`config.mk`:
```
export PLATFORM = sky130hd
export DESIGN_NAME = mod5_sequence_monitor
export DESIGN_NICKNAME = d
export VERILOG_FILES = /design/src/rtl/mod5_mon_pkg.sv /design/src/rtl/mod5_sequence_monitor_sat_counter.sv /design/src/rtl/mod5_sequence_monitor.sv
export SDC_FILE = /design/constraint.sdc
export NUM_CORES = 1
export LEC_CHECK = 0
export ABC_AREA = 1
export BUFFER_PORTS_ARGS = -buffer_cell sky130_fd_sc_hd__buf_2
export CAP_MARGIN = 30
export CORE_MARGIN = 1.5
export CORE_UTILIZATION = 55
export DETAILED_ROUTE_END_ITERATION = 7
export PLACE_DENSITY_LB_ADDON = 0.08
export SLEW_MARGIN = 20
export SYNTH_ARGS = -nofsm -noshare
export SYNTH_HDL_FRONTEND = slang
export SYNTH_SLANG_ARGS = --single-unit
```
`constraint.sdc`:
```
create_clock -name Clock -period 1.8 [get_ports Clock]
set_input_delay 0.18 -clock Clock [delete_from_list [all_inputs] [get_ports Clock]]
set_output_delay 0.18 -clock Clock [all_outputs]
set_load 0.01 [all_outputs]
```
`src/rtl/mod5_mon_pkg.sv`:
```
// Shared definitions for the mod-5 sequence monitor: FSM state encoding,
// error codes and the mod-5 successor helper.
package mod5_mon_pkg;

   // Monitor FSM states, encoded explicitly so state values stay stable
   typedef enum logic [1:0] {
      SEARCH = 2'd0,
      LOCKED = 2'd1,
      FAULT  = 2'd2
   } mon_state_e;

   // Error codes reported on ErrCode (last error seen)
   localparam logic [1:0] ERR_NONE    = 2'b00;
   localparam logic [1:0] ERR_ILLEGAL = 2'b01;
   localparam logic [1:0] ERR_TRANS   = 2'b10;

   // Highest legal counter value
   localparam logic [2:0] MOD5_MAX = 3'd4;

   // Legal successor of a mod-5 value; anything at or above the maximum
   // folds back to zero so the function is total over 3 bits
   function automatic logic [2:0] mod5_next(input logic [2:0] v);
      logic [2:0] nextVal;
      if (v >= MOD5_MAX) begin
         nextVal = 3'd0;
      end else begin
         nextVal = v + 3'd1;
      end
      return nextVal;
   endfunction

endpackage

```
`src/rtl/mod5_sequence_monitor_sat_counter.sv`:
```
// Saturating up-counter with synchronous clear. A clear and an increment
// in the same cycle leave the counter at one, so the event that coincides
// with the clear is not lost.
module sat_counter #(
   parameter int W = 8
) (
   input  logic         Clock,
   input  logic         Reset,
   input  logic         inc_i,
   input  logic         clr_i,
   output logic [W-1:0] count_o
);

   logic [W-1:0] count_q;
   logic [W-1:0] count_d;

   // Next count: clear wins over hold, increment stops at all-ones
   always_comb begin
      count_d = count_q;
      if (clr_i) begin
         count_d = inc_i ? W'(1) : '0;
      end else if (inc_i && (count_q != {W{1'b1}})) begin
         count_d = count_q + W'(1);
      end
   end

   // Count register with asynchronous reset
   always_ff @(posedge Clock or posedge Reset) begin
      if (Reset) begin
         count_q <= '0;
      end else begin
         count_q <= count_d;
      end
   end

   assign count_o = count_q;

endmodule

```
`src/rtl/mod5_sequence_monitor.sv`:
```
// Monitors the 3-bit state of a mod-5 counter. It searches for a run of
// legal successor transitions, locks once the run is long enough, then
// pulses and counts every 4->0 wrap. Illegal values and broken transitions
// are reported through a sticky flag and a last-error code.
module mod5_sequence_monitor
   import mod5_mon_pkg::*;
#(
   parameter int WRAP_W   = 8,
   parameter int LOCK_CNT = 4
) (
   input  logic              Clock,
   input  logic              Reset,
   input  logic              Enable,
   input  logic [2:0]        Count,
   input  logic              Clear,
   output logic              WrapPulse,
   output logic [WRAP_W-1:0] WrapCount,
   output logic              Locked,
   output logic              ErrorSticky,
   output logic [1:0]        ErrCode
);

   localparam logic [2:0] LockTarget = 3'(LOCK_CNT);

   mon_state_e state_q;
   mon_state_e state_d;
   logic [2:0] prev_q;
   logic [2:0] prev_d;
   logic       prevValid_q;
   logic       prevValid_d;
   logic [2:0] goodRun_q;
   logic [2:0] goodRun_d;
   logic       wrapPulse_q;
   logic       errorSticky_q;
   logic [1:0] errCode_q;

   logic       legalSample;
   logic       isSuccessor;
   logic [2:0] runInc;
   logic       wrapEvent;
   logic       errEvent;
   logic [1:0] errNew;

   // Classify the current sample against the previously seen value
   always_comb begin
      legalSample = (Count <= MOD5_MAX);
      isSuccessor = prevValid_q && legalSample && (Count == mod5_next(prev_q));
      runInc      = goodRun_q + 3'd1;
   end

   // Sequence checker and lock FSM; only enabled samples move anything
   always_comb begin
      state_d     = state_q;
      prev_d      = prev_q;
      prevValid_d = prevValid_q;
      goodRun_d   = goodRun_q;
      wrapEvent   = 1'b0;
      errEvent    = 1'b0;
      errNew      = ERR_NONE;

      if (Enable) begin
         if (legalSample) begin
            prev_d      = Count;
            prevValid_d = 1'b1;
         end else begin
            prevValid_d = 1'b0;
         end

         case (state_q)
            // FAULT holds a zero run length, so its next sample behaves
            // exactly like a fresh SEARCH sample
            SEARCH, FAULT: begin
               state_d = SEARCH;
               if (!legalSample) begin
                  errEvent  = 1'b1;
                  errNew    = ERR_ILLEGAL;
                  goodRun_d = 3'd0;
               end else if (isSuccessor) begin
                  if (runInc == LockTarget) begin
                     state_d   = LOCKED;
                     goodRun_d = 3'd0;
                  end else begin
                     goodRun_d = runInc;
                  end
               end else begin
                  goodRun_d = 3'd0;
               end
            end

            LOCKED: begin
               if (isSuccessor) begin
                  wrapEvent = (prev_q == MOD5_MAX) && (Count == 3'd0);
               end else begin
                  state_d   = FAULT;
                  goodRun_d = 3'd0;
                  errEvent  = 1'b1;
                  errNew    = legalSample ? ERR_TRANS : ERR_ILLEGAL;
               end
            end

            default: begin
               state_d   = SEARCH;
               goodRun_d = 3'd0;
            end
         endcase
      end
   end

   // FSM and sample-history registers
   always_ff @(posedge Clock or posedge Reset) begin
      if (Reset) begin
         state_q     <= SEARCH;
         prev_q      <= 3'd0;
         prevValid_q <= 1'b0;
         goodRun_q   <= 3'd0;
      end else begin
         state_q     <= state_d;
         prev_q      <= prev_d;
         prevValid_q <= prevValid_d;
         goodRun_q   <= goodRun_d;
      end
   end

   // Registered wrap pulse, high for one cycle after each locked wrap
   always_ff @(posedge Clock or posedge Reset) begin
      if (Reset) begin
         wrapPulse_q <= 1'b0;
      end else begin
         wrapPulse_q <= wrapEvent;
      end
   end

   // Error reporting: a new error outranks a simultaneous Clear
   always_ff @(posedge Clock or posedge Reset) begin
      if (Reset) begin
         errorSticky_q <= 1'b0;
         errCode_q     <= ERR_NONE;
      end else if (errEvent) begin
         errorSticky_q <= 1'b1;
         errCode_q     <= errNew;
      end else if (Clear) begin
         errorSticky_q <= 1'b0;
         errCode_q     <= ERR_NONE;
      end
   end

   sat_counter #(
      .W (WRAP_W)
   ) u_wrapCounter (
      .Clock   (Clock),
      .Reset   (Reset),
      .inc_i   (wrapEvent),
      .clr_i   (Clear),
      .count_o (WrapCount)
   );

   assign WrapPulse   = wrapPulse_q;
   assign Locked      = (state_q == LOCKED);
   assign ErrorSticky = errorSticky_q;
   assign ErrCode     = errCode_q;

endmodule

```
==> results.tsv <==
metric	value	unit
status	finished, final reports clean	
CTS Root Buffer Type	clkbuf_4	
Clock Latency Late Sink	0.30	ns
grt total ovfl	0	
drt drc	0	
first-pass GRT wire length	3.953	mm
total wire length	2.348	mm
pre-CTS setup slack	0.08668	ns
aggregate global-route resource usage	20.51	%
flip-flop and latch area	525.5	um2
CP dominant cell by count	nand2_1	
worst r2r src	prev_q[0]$_DFFE_PP0P_	
critical path's slowest cell	dfrtp_1	
Hold Crit Start	Count[1]	
gpl congestion	0.9295	
I/O pin count	20	
Worst Setup Start Kind	register	
area of the multi-input gates	659.4	um2
PwrDens	608.8	mW/mm2
H-Tree Depth	1	
Final WS setup	0.1387	ns
crit share post-route	92.29	%
Worst path top cell family by delay	simple AND/OR/NAND/NOR gates	
Leak	0.8072	nW
Buffers on Ports	19	
Max-slew headroom	72.98	%
DIE HEIGHT	50.43	um
Rows	16	
final setup fails	0	
Yosys warnings	0	
CTS tree	yes	
Max Buffers Root-to-Sink	2	
remaining antenna violation count	0	
largest fanout on the critical path	7	
area grow syn2layout	16.48	%
sequential power share	57.5	%
synthesized instance count	160	
Synth area leaders	dfrtp_1, nand2_1, nand3_1, ha_1, inv_1	
worst hold path type	input port to register	
total number of vias	1062	
Critical Path RT	2.05	ns
share of cells above drive strength 1	24.19	%
Num CTS Buffers	3	
Min Clock Period, post-route	1.661	ns
Seq/Total Area, Yosys	42.47	%
count of inserted antenna diode cells	0	
Post-Syn Area	0.001237	mm2
hpwl dp	1.747	mm
R2R setup slack	0.14	ns
Buf/Inv on CP	1	
Max VDD drop	0.4866	mV
Max Clk Rate	601.9	MHz
register bit total from synthesis	21	
Avg Inst Size Synth	7.734	um2
area share of the largest cell type after synthesis	42.47	%
RSZ-0062 raised after global routing	no	
antenna violations before repair	0	
Least-Margin Pin Slew	0.4048	ns
# fillers	180	
Hold EP	prev_q[1]$_DFFE_PP0P_	
R2R Path End	u_wrapCounter.count_o[6]$_DFFE_PP0P_	
Sw Ratio	28.29	%
Combinational Power Share	16.8	%
Power Internal	629.2	uW
vias per cell	4.986	
Die W	50.43	um
Critical Path AT	1.91	ns
hold depth	3	
max incr delay on CP	0.42	ns
CORE AREA	0.002042	mm2
NetSw	248.3	uW
worst setup path class	register to register	
r2r worst-path depth	12	
first-pass iteration count of the detailed router	4	
syn nets	173	
Nets	200	
largest net degree at the start of global routing	22	
Initial Util	60.60	%
clk_skew	0.0007981	ns
vias in the first global route	967	
Fin. Hold Viols	0	
clock transition at the registers of the reported paths	0.11	ns
Die ar.	0.002543	mm2
clock power share	25.7	%
max-slew violation count	0	
CP Capture Type	register	
post-detailed-route wirelength per cell	11.02	um
leading area contributor after synthesis	dfrtp_1	
starting DRC count in detailed routing	26	
setup_tns	0	ns
worst-path cell chain	inv_2 -> ha_4 -> nand2_1 -> nand2_1 -> nand2_1 -> nor2_2 -> nand2_4 -> nor2_8 -> nand3_4 -> nand2_4 -> nand2_1 -> nand2_1	
Max Cap Viol	0	
Cell variety after synth	26	
Sinks on Clock Net	21	
-- cells in the final DEF, fill, tap and decap left out, types with 2 or more instances in the layout --
master / instances
dfrtp_1: 21
inv_2: 5
nand2_4: 2
xor2_1: 3
nand3b_1: 2
inv_1: 12
buf_4: 3
buf_2: 19
clkbuf_4: 3
nand3_2: 2
nor2_1: 12
nand2_1: 55
nor2_2: 4
o21ai_1: 3
nand3_1: 17
o21ai_0: 4
nor3_1: 2
ha_1: 5
-- how the worst max path moves through the flow --
stage | start | endpoint | depth (start not counted)
global placement | prev_q[0]$_DFFE_PP0P_ | u_wrapCounter.count_o[6]$_DFFE_PP0P_ | 12
global route | prev_q[0]$_DFFE_PP0P_ | u_wrapCounter.count_o[2]$_DFFE_PP0P_ | 12
floorplan | prev_q[0]$_DFFE_PP0P_ | u_wrapCounter.count_o[6]$_DFFE_PP0P_ | 12
CTS | prev_q[0]$_DFFE_PP0P_ | u_wrapCounter.count_o[6]$_DFFE_PP0P_ | 12
finish | prev_q[0]$_DFFE_PP0P_ | u_wrapCounter.count_o[6]$_DFFE_PP0P_ | 12
detailed placement | prev_q[0]$_DFFE_PP0P_ | u_wrapCounter.count_o[6]$_DFFE_PP0P_ | 12
-- routing by layer --
metal	part of all wire, %	up-vias	GRT usage [%]
met5	0	-	0
met4	1.1	0	8.559
met3	4.6	4	4.167
met2	49	28	34.43
met1	45	470	25.68
li1	-	560	-
-- logic make-up after synthesis --
group           synth area share (%)
compound gates                 3.943
xor+xnor                       2.124
fa+ha+maj                      6.067
buf+inv                        6.066
flops                          42.47
simple gates                   39.33
-- flip-flops by register name, summed over array words and instances (netlist names) --
name                   count
u_wrapCounter.count_o      8
goodRun_q                  3
prev_q                     3
ErrCode                    2
state_q                    2
ErrorSticky                1
WrapPulse                  1
prevValid_q                1
-- tightest hold or removal path: stages --
cell,delay [ns]
buf_2,0.10
nand2_1,0.05
o21ai_0,0.06
-- synth_stat cells --
master	count
nand3_2	1
nor3_1	2
nand2_4	2
nand3b_1	2
nor2_1	12
inv_2	4
clkinv_1	1
nand2_1	55
a21oi_1	1
o21ai_0	4
dfrtp_1	21
inv_1	13
o21ai_1	3
or2_2	1
clkbuf_1	1
o21ai_2	1
nand3_4	1
nor2_8	1
nor3b_1	1
ha_1	6
xor2_1	3
buf_1	1
nor2_2	4
nand3_1	17
nor3_2	1
nand4_1	1
-- metrics by stage --
| step | total power [mW] | utilization, % | instances | area, um2 | hold WS [ns] |
|---|---|---|---|---|---|
| after floorplan | 0.6057 | - | 160 | 1237 | 0.1565 |
| after global placement | 0.6389 | 66.91 | 205 | 1366 | 0.2174 |
| after detailed placement | 0.6434 | 66.91 | 205 | 1366 | 0.2210 |
| after CTS | 0.8734 | 68.75 | 210 | 1404 | 0.1087 |
| after global routing | 0.9256 | 70.59 | 213 | 1441 | 0.1421 |
| final | 0.8775 | 70.59 | 213 | 1441 | 0.1198 |
-- final cells by class --
class / instances / share of cell area [%]
clock buffer: 3 / 1.563
clock inverter: 1 / 0.3472
inverter: 18 / 4.688
multi-input combinational: 120 / 45.75
sequential: 21 / 36.46
tap: 27 / 2.344
timing repair buffer: 23 / 8.854
-- power by group through the flow --
stage / combinational, mW / sequential [mW] / clock (mW)
3_3_place_gp: 0.126 / 0.513 / 0
2_1_floorplan: 0.0919 / 0.514 / 0
6_report: 0.148 / 0.504 / 0.225
3_5_place_dp: 0.130 / 0.513 / 0
4_1_cts: 0.132 / 0.504 / 0.237
5_1_grt: 0.166 / 0.507 / 0.253
-- what timing repair did --
| action | CTS | global route |
|---|---|---|
| hold endpoints to repair | 21 | 0 |
| setup endpoints to repair | 0 | 10 |
| hold buffers | 1 | 0 |
| gates resized for setup | 0 | 2 |
| setup buffers | 0 | 2 |
Power figures use the tool's default switching activity.
